[config.mk]
export PLATFORM = sky130hd
export DESIGN_NAME = mac_ctrl
export DESIGN_NICKNAME = d
export VERILOG_FILES = /design/src/rtl/mac_pkg.sv /design/src/rtl/mac_lane_acc.sv /design/src/rtl/mac_ctrl.sv
export SDC_FILE = /design/constraint.sdc
export NUM_CORES = 1
export LEC_CHECK = 0
export ABC_AREA = 1
export ABC_CLOCK_PERIOD_IN_PS = 3050
export BUFFER_PORTS_ARGS = -buffer_cell sky130_fd_sc_hd__buf_2
export CAP_MARGIN = 20
export CORE_MARGIN = 5
export CORE_UTILIZATION = 45
export CTS_CLUSTER_DIAMETER = 50
export DETAILED_ROUTE_END_ITERATION = 8
export GPL_TIMING_DRIVEN = 0
export HOLD_SLACK_MARGIN = 0.02
export PLACE_DENSITY = 0.67
export SKIP_CTS_REPAIR_TIMING = 1
export SLEW_MARGIN = 10
export SYNTH_ARGS = -nofsm -noshare
export SYNTH_HDL_FRONTEND = slang
export SYNTH_SLANG_ARGS = --single-unit
export TNS_END_PERCENT = 20
[constraint.sdc]
create_clock -name i_clk -period 3.05 [get_ports i_clk]
set_clock_uncertainty 0.15 [all_clocks]
set_input_delay 0.61 -clock i_clk [delete_from_list [all_inputs] [get_ports i_clk]]
set_output_delay 0.61 -clock i_clk [all_outputs]
set_load 0.005 [all_outputs]
[src/rtl/mac_pkg.sv]
// mac_pkg: shared definitions for the MAC job controller.
//   state_t    - controller FSM states
//   LANES      - number of adder-tree lanes returned per MAC issue
//   MAC_OUT_W  - width of one signed lane result
//   lane_slice - extracts lane k from the packed MAC result bus
package mac_pkg;

  localparam int LANES     = 4;
  localparam int MAC_OUT_W = 20;

  typedef enum logic [1:0] {
    IDLE  = 2'd0,
    ISSUE = 2'd1,
    DRAIN = 2'd2,
    OUT   = 2'd3
  } state_t;

  function automatic logic [MAC_OUT_W-1:0] lane_slice(
    input logic [LANES*MAC_OUT_W-1:0] bus,
    input int unsigned                k
  );
    return bus[k*MAC_OUT_W +: MAC_OUT_W];
  endfunction

endpackage

[src/rtl/mac_lane_acc.sv]
// mac_lane_acc: one lane accumulator. Sign-extends a signed MAC lane result
// and adds it into a wrapping ACC_W-bit accumulator.
// Ports:
//   i_clk  - clock
//   i_rst  - synchronous active-high reset
//   i_clr  - clear accumulator (start of job)
//   i_en   - accumulate i_din this cycle
//   i_din  - signed MAC lane result
//   o_acc  - accumulator value
module mac_lane_acc
  import mac_pkg::*;
#(
  parameter int ACC_W = 28
) (
  input  logic                 i_clk,
  input  logic                 i_rst,
  input  logic                 i_clr,
  input  logic                 i_en,
  input  logic [MAC_OUT_W-1:0] i_din,
  output logic [ACC_W-1:0]     o_acc
);

  logic [ACC_W-1:0] r_acc;
  logic [ACC_W-1:0] w_ext;

  assign w_ext = {{(ACC_W-MAC_OUT_W){i_din[MAC_OUT_W-1]}}, i_din};

  always_ff @(posedge i_clk) begin
    if (i_rst) begin
      r_acc <= '0;
    end else if (i_clr) begin
      r_acc <= '0;
    end else if (i_en) begin
      r_acc <= r_acc + w_ext;
    end
  end

  assign o_acc = r_acc;

endmodule

[src/rtl/mac_ctrl.sv]
// mac_ctrl: sequences one convolution job through the 4-lane MAC datapath.
// Issues one buffer read per channel, accumulates the returned lane sums and
// presents the final sums on a valid/ready port.
// Optional build macro MAC_CTRL_RELU_EN: clamps negative output lanes to 0.
//
// state | meaning
// IDLE  | waiting for i_start
// ISSUE | one buffer read per cycle, nch cycles
// DRAIN | waiting for the remaining MAC returns
// OUT   | final sums valid, waiting for i_out_rdy
//
// Ports:
//   i_clk, i_rst          - clock, synchronous active-high reset
//   i_start, i_cfg_nch, i_cfg_base - job request and configuration
//   o_busy, o_done        - job status
//   o_buf_rd_en, o_buf_rd_addr     - buffer read port
//   o_mac_vld_i           - buffer data valid into the MAC
//   i_mac_acc_i, i_mac_vld_o       - MAC lane results
//   o_out_vld, i_out_rdy, o_out_data - final sums handshake
module mac_ctrl
  import mac_pkg::*;
#(
  parameter int CH_W   = 8,
  parameter int ADDR_W = 10,
  parameter int ACC_W  = 28
) (
  input  logic                       i_clk,
  input  logic                       i_rst,
  input  logic                       i_start,
  input  logic [CH_W-1:0]            i_cfg_nch,
  input  logic [ADDR_W-1:0]          i_cfg_base,
  output logic                       o_busy,
  output logic                       o_done,
  output logic                       o_buf_rd_en,
  output logic [ADDR_W-1:0]          o_buf_rd_addr,
  output logic                       o_mac_vld_i,
  input  logic [LANES*MAC_OUT_W-1:0] i_mac_acc_i,
  input  logic                       i_mac_vld_o,
  output logic                       o_out_vld,
  input  logic                       i_out_rdy,
  output logic [LANES*ACC_W-1:0]     o_out_data
);

  state_t            r_state;
  state_t            w_next;
  logic [CH_W-1:0]   r_nch;
  logic [CH_W-1:0]   r_issue_cnt;
  logic [CH_W-1:0]   r_ret_cnt;
  logic [ADDR_W-1:0] r_base;
  logic              r_mac_vld;

  logic w_start;
  logic w_issue_last;
  logic w_collect;
  logic w_ret_last;
  logic w_rd_en;

  logic [ACC_W-1:0] w_acc [LANES];

  assign w_start      = (r_state == IDLE) && i_start;
  assign w_issue_last = (r_issue_cnt == r_nch - CH_W'(1));
  // Returns beyond nch, or outside ISSUE/DRAIN, are stray and dropped.
  assign w_collect    = ((r_state == ISSUE) || (r_state == DRAIN)) &&
                        i_mac_vld_o && (r_ret_cnt != r_nch);
  assign w_ret_last   = w_collect && (r_ret_cnt == r_nch - CH_W'(1));

  always_ff @(posedge i_clk) begin
    if (i_rst) begin
      r_state <= IDLE;
    end else begin
      r_state <= w_next;
    end
  end

  always_comb begin
    w_next = r_state;
    case (r_state)
      IDLE:  if (i_start) w_next = (i_cfg_nch == '0) ? OUT : ISSUE;
      ISSUE: if (w_issue_last) w_next = DRAIN;
      DRAIN: if (w_ret_last || (r_ret_cnt == r_nch)) w_next = OUT;
      OUT:   if (i_out_rdy) w_next = IDLE;
      default: w_next = IDLE;
    endcase
  end

  always_comb begin
    o_busy        = 1'b0;
    o_done        = 1'b0;
    o_out_vld     = 1'b0;
    w_rd_en       = 1'b0;
    o_buf_rd_addr = '0;
    case (r_state)
      IDLE: ;
      ISSUE: begin
        o_busy        = 1'b1;
        w_rd_en       = 1'b1;
        o_buf_rd_addr = r_base + ADDR_W'(r_issue_cnt);
      end
      DRAIN: o_busy = 1'b1;
      OUT: begin
        o_busy    = 1'b1;
        o_out_vld = 1'b1;
        o_done    = i_out_rdy;
      end
      default: ;
    endcase
  end

  assign o_buf_rd_en = w_rd_en;

  always_ff @(posedge i_clk) begin
    if (i_rst) begin
      r_nch       <= '0;
      r_base      <= '0;
      r_issue_cnt <= '0;
      r_ret_cnt   <= '0;
      r_mac_vld   <= 1'b0;
    end else begin
      // Buffer read latency is one cycle.
      r_mac_vld <= w_rd_en;
      if (w_start) begin
        r_nch       <= i_cfg_nch;
        r_base      <= i_cfg_base;
        r_issue_cnt <= '0;
        r_ret_cnt   <= '0;
      end else begin
        if (r_state == ISSUE) r_issue_cnt <= r_issue_cnt + CH_W'(1);
        if (w_collect)        r_ret_cnt   <= r_ret_cnt + CH_W'(1);
      end
    end
  end

  assign o_mac_vld_i = r_mac_vld;

  for (genvar k = 0; k < LANES; k++) begin : g_lane
    mac_lane_acc #(.ACC_W(ACC_W)) u_acc (
      .i_clk (i_clk),
      .i_rst (i_rst),
      .i_clr (w_start),
      .i_en  (w_collect),
      .i_din (lane_slice(i_mac_acc_i, k)),
      .o_acc (w_acc[k])
    );

`ifdef MAC_CTRL_RELU_EN
    assign o_out_data[k*ACC_W +: ACC_W] = w_acc[k][ACC_W-1] ? '0 : w_acc[k];
`else
    assign o_out_data[k*ACC_W +: ACC_W] = w_acc[k];
`endif
  end

endmodule

==> Word-level counts from Yosys, hierarchy flattened <==
Index checks and enable logic that the tools add are counted.
{ "word_totals": {"mem_bits_rw": 0, "register_bits": 149, "memories": 0, "romBits": 0, "latch_bits": 0} }
{ "op_classes": {"div_mod_pow": 0, "n_mul": 0, "n_bitwise": 0, "add_sub_neg": 8, "order_cmp": 0, "n_eq_ne": 11, "n_reduce_logical": 11, "n_mux": 11, "shifts": 0} }
{ "op_table": {"columns": ["operator", "count"], "rows": [
  ["$add 28x28->28", 4],
  ["$eq 8x8->1", 3],
  ["$add 8x1->8 const B", 2],
  ["$add 10x8->10", 1],
  ["$mux 10", 1],
  ["$mux 2", 5],
  ["$logic_not 8->1", 1],
  ["$ne 8x8->1", 1],
  ["$pmux 2 s4", 1],
  ["$sub 8x1->8 const B", 1],
  ["$ne 2x2->1 const B", 3],
  ["$eq 2x2->1 const B", 2],
  ["$logic_and 1x1->1", 4],
  ["$mux 1", 4],
  ["$reduce_and 4->1", 1],
  ["$reduce_or 3->1", 1],
  ["$eq 2x1->1 const B", 1],
  ["$logic_not 2->1", 1],
  ["$logic_or 1x1->1", 2],
  ["$ne 2x1->1 const B", 1],
  ["$reduce_or 2->1", 1]
]} }

==> Logic depth before layout (Yosys ltp) <==
{ "depth": {"word_depth": 8, "depth_mapped": 16} }

==> Modules after synthesis <==
From an unflattened synthesis, not the netlist that was laid out.
{ "hier_totals": {"cells_unflattened": 2653, "hier_area_um2": 15001.9} }
{ "by_module_without_submodules": {"columns": ["module", "n_inst", "cells_each", "area_each_um2"], "rows": [
  ["mac_lane_acc (g_lane[0].u_acc ...)", 2, 566, 3140.5],
  ["mac_lane_acc (g_lane[2].u_acc ...)", 2, 571, 3121.7],
  ["mac_ctrl", 1, 379, 2477.4]
]} }

==> Least setup slack after synthesis <==
Ideal clock, no wire load.
{ "synth_timing": {"path_type": "flip-flop to output port", "startpoint": "reg r_issue_cnt[0]", "endpoint": "out o_buf_rd_addr[6]", "arrival_time_ns": 1.713, "path_buffers": 0, "slack_ns": 0.577, "path_stages_with_launch": 12, "path_cell_list": "dfxtp_1 ha_1 fa_1 nand2_1 inv_1 o21ai_0 nand2_1 nand2_1 nand2_1 a21oi_1 o21ai_0 a21oi_1"} }
{ "synth_between": {"elab_chain_cells": 2} }
{ "synth_rtl": {"columns": ["item", "line", "text"], "rows": [
  ["from (decl)", "mac_ctrl.sv:47", "logic [CH_W-1:0] r_issue_cnt;"],
  ["from (signal assigned)", "mac_ctrl.sv:127", "if (r_state == ISSUE) r_issue_cnt <= r_issue_cnt + CH_W'(1);"],
  ["$add 10x8->10", "mac_ctrl.sv:97", "o_buf_rd_addr = r_base + ADDR_W'(r_issue_cnt);"],
  ["$mux 10", "mac_ctrl.sv:92", "case (r_state)"],
  ["to (decl)", "mac_ctrl.sv:35", "output logic [ADDR_W-1:0] o_buf_rd_addr,"]
]} }
Every way passes these cells.

==> Worst setup path in the final report <==
Ends and elaborated chain as after synthesis.

==> reports/results.tsv <==
stage	metric	value	unit
cells_and_area	drive_gt1_share	14.14	%
floorplan	die_area	0.03198	mm²
power	p_int	6.158	mW
clock_tree	clk_pin_slew_worst_paths	70	ps
clock_tree	worstSkewPairLatency	450	ps
logic_synthesis	ys_ff_latch	149	
drt	wl_per_cell	17.05	µm
logic_synthesis	synth_area_leaders	dfxtp_1 23%, nand2_1 14%, ha_1 12%	
placement	io_buffers	229	
logic_synthesis	yosysTopAreaCell	dfxtp_1	
setup_path	worst_ep_required_time	2290	ps
logic_synthesis	synth_cell_types	48	
power	design_power_total	12.21	mW
logic_synthesis	yosys_warnings	0	
logic_synthesis	synthesis.area	0.01283	mm²
clock_tree	cts_tree	yes	
power	p_leak	7.873	nW
clock_tree	cts-buffers-inserted	17	
logic_synthesis	post-synth-top-count-cell	nand2_1	
timing	final.period_utilization	99.60	%
setup_path	end_kind	output port	
setup_path	cp_max_fo	3	
timing	fin_crit	3038	ps
drt	drc	0	
timing	tightest_slew	849.3	ps
global_route	grt_max_degree	17	
cells_and_area	fill_cells	2975	
timing	tns	0	ps
power	switchingPower	6.057	mW
drt	viasPerCell	5.356	
power	combPwrFrac	57.5	%
floorplan	core-area	0.02793	mm²
clock_tree	ctsLongestPathBuffers	2	
floorplan	die_y	178.8	µm
drt	dr.first_iter.drc_count	1074	
placement	dp_hpwl	37.37	mm
timing	fmax	0.3292	GHz
cells_and_area	nets	2538	
floorplan	die-width	178.8	µm
global_route	antenna_found_initial	2	
global_route	grtUsageTotal	28.22	%
logic_synthesis	synthCells	2055	
global_route	grt_pass1_vias	13520	
setup_path	slowest_delay	360	ps
cells_and_area	area_growth	17.54	%
logic_synthesis	syn_nets	2287	
global_route	overflow	0	
timing	setup_viol	0	
timing	relSlewSlack	43.38	%
global_route	grt_first_pass_wirelength	71.40	mm
drt	wl	45.99	mm
setup_path	crit_path_cell_trace	ha_4, fa_2, nand2_2, inv_2, o21ai_1, nand2_1, nand2_1, nand2_1, a21oi_2, o21ai_1, a21oi_1, buf_2	
setup_path	critPathKind	register to output port	
logic_synthesis	synth_ff_type	dfxtp_1	
placement	gp_congestion	0.9768	
setup_path	crit_path_start_kind	register	
timing	rsz0062_at_grt	yes	
setup_path	crit_family	adder cells	
drt	routed-via-count	14450	
floorplan	initial_core_util	45.92	%
setup_path	cp.arrival	2280	ps
logic_synthesis	postSynthAreaPerCell	6.241	µm²
power	p_sw_share	49.58	%
setup_path	crit_buf_inv	2	
drt	dr.pass1.iters	6	
placement	pre_cts_ws	104.0	ps
clock_tree	cts_max_level	4	
timing	fin_ws	12.05	ps
clock_tree	clockRootBuffer	clkbuf_16	
drt	drtAntennaViolNets	0	
setup_path	cp_common_cell	nand2_1	
logic_synthesis	synth_top_cells_by_count	467 x nand2_1, 278 x nor2_1, 248 x inv_1, 207 x a21oi_1, 160 x o21ai_0	
logic_synthesis	seq_area_frac_synth	23.26	%
logic_synthesis	synth_edf_count	0	
clock_tree	cts.sinks	149	
outcome	outcome	finished, final reports clean	
power	ir_drop	0.4829	mV
timing	hold_viol	0	
floorplan	pin_count	230	
timing	slew_violations	0	
logic_synthesis	ys_async_sr_fraction	0	%
power	powerDensity	810.2	mW/mm²
timing	whs	240.1	ps
logic_synthesis	yosysTopAreaCellShare	23.26	%
cells_and_area	diodes	0	
hold_path	hp-class	primary input to register	
power	power_frac_seq	24.6	%
power	pwr-share-clk	17.9	%
floorplan	rows	61	
setup_path	crit_slowest_cell	dfxtp_4	
job	drv_cap	0	
## metrics by stage
stage,instances,instance area (µm²),util [%]
final,2697,15080,53.97
after global routing,2697,15080,53.97
after CTS,2694,15030,53.79
after detailed placement,2662,14450,51.71
after global placement,2662,14450,51.71
after floorplan,2055,12830,-
## routing by layer
| metal | up-vias | track usage [%] | share of wire [%] |
|---|---|---|---|
| met1 | 6606 | 37.08 | 45 |
| met3 | 69 | 4.977 | 6.5 |
| met4 | 4 | 7.004 | 2.0 |
| li1 | 7304 | - | - |
| met2 | 462 | 47.99 | 47 |
| met5 | - | 0 | 0.054 |
## worst register-to-register path, stage by stage, from the launching register on
cell     delay (ps)
dfxtp_1         360
ha_1            200
inv_1            60
fa_1            380
inv_1           130
nand3_1          80
nand2_1         170
nand2_1          90
nand2_1         190
nand2_1          90
nand2_1         190
nand4_1         200
nand3_1         140
nand3_1          80
nand2_1          70
inv_1            40
## cell usage in the layout (no fill, tap or decap), drive strengths merged, types with 21 or more instances in the layout
cell type	n
inv	265
nand3	130
dfxtp	149
o21ai	175
xnor2	41
nand2	469
buf	259
ha	124
clkbuf	36
nor3	38
a21oi	207
nand4	21
nor2	283
## flip-flops by register name, indices dropped and copies added (netlist names)
name,flops
r_ret_cnt,8
r_base,10
r_nch,8
r_state,2
o_mac_vld_i,1
g_lane.u_acc.o_acc,112
r_issue_cnt,8
## path summary, 6_finish.rpt
path,start,end,slack [ps],cells after the start
max,r_issue_cnt[0],o_buf_rd_addr[6],10,12
max reg2reg,g_lane[1].u_acc.o_acc[0],g_lane[1].u_acc.o_acc[26],350,15
min reg2reg,r_ret_cnt[7],r_ret_cnt[7],340,1
min,i_rst,o_mac_vld_i,240,2
## logic make-up after synthesis
kind of cell / Yosys count / synth area share (%)
fa+ha+maj: 129 / 12.88
buf+inv: 302 / 9.580
simple gates: 970 / 31.35
flops: 149 / 23.26
xor+xnor: 61 / 4.165
compound gates: 444 / 18.77
## layout make-up
type	instances	area (µm²)	share of cell area (%)
Timing Repair Buffer	232	1169	7.752
Multi-Input combinational cell	1604	8638	57.30
Clock buffer	19	442.9	2.938
Inverter	258	970.9	6.440
Buffer	44	257.7	1.710
Tap cell	378	473.0	3.137
Clock inverter	13	137.6	0.9129
Sequential cell	149	2987	19.81
## power groups by stage
| stage | clock, mW | combinational, mW | sequential, mW |
|---|---|---|---|
| floorplan | 0 | 4.73 | 2.93 |
| CTS | 2.21 | 6.96 | 3.00 |
| finish | 2.18 | 7.03 | 3.01 |
| global placement | 0 | 6.85 | 3.03 |
| global route | 2.29 | 7.89 | 3.07 |
| detailed placement | 0 | 6.92 | 3.04 |
Power figures use the tool's default switching activity.
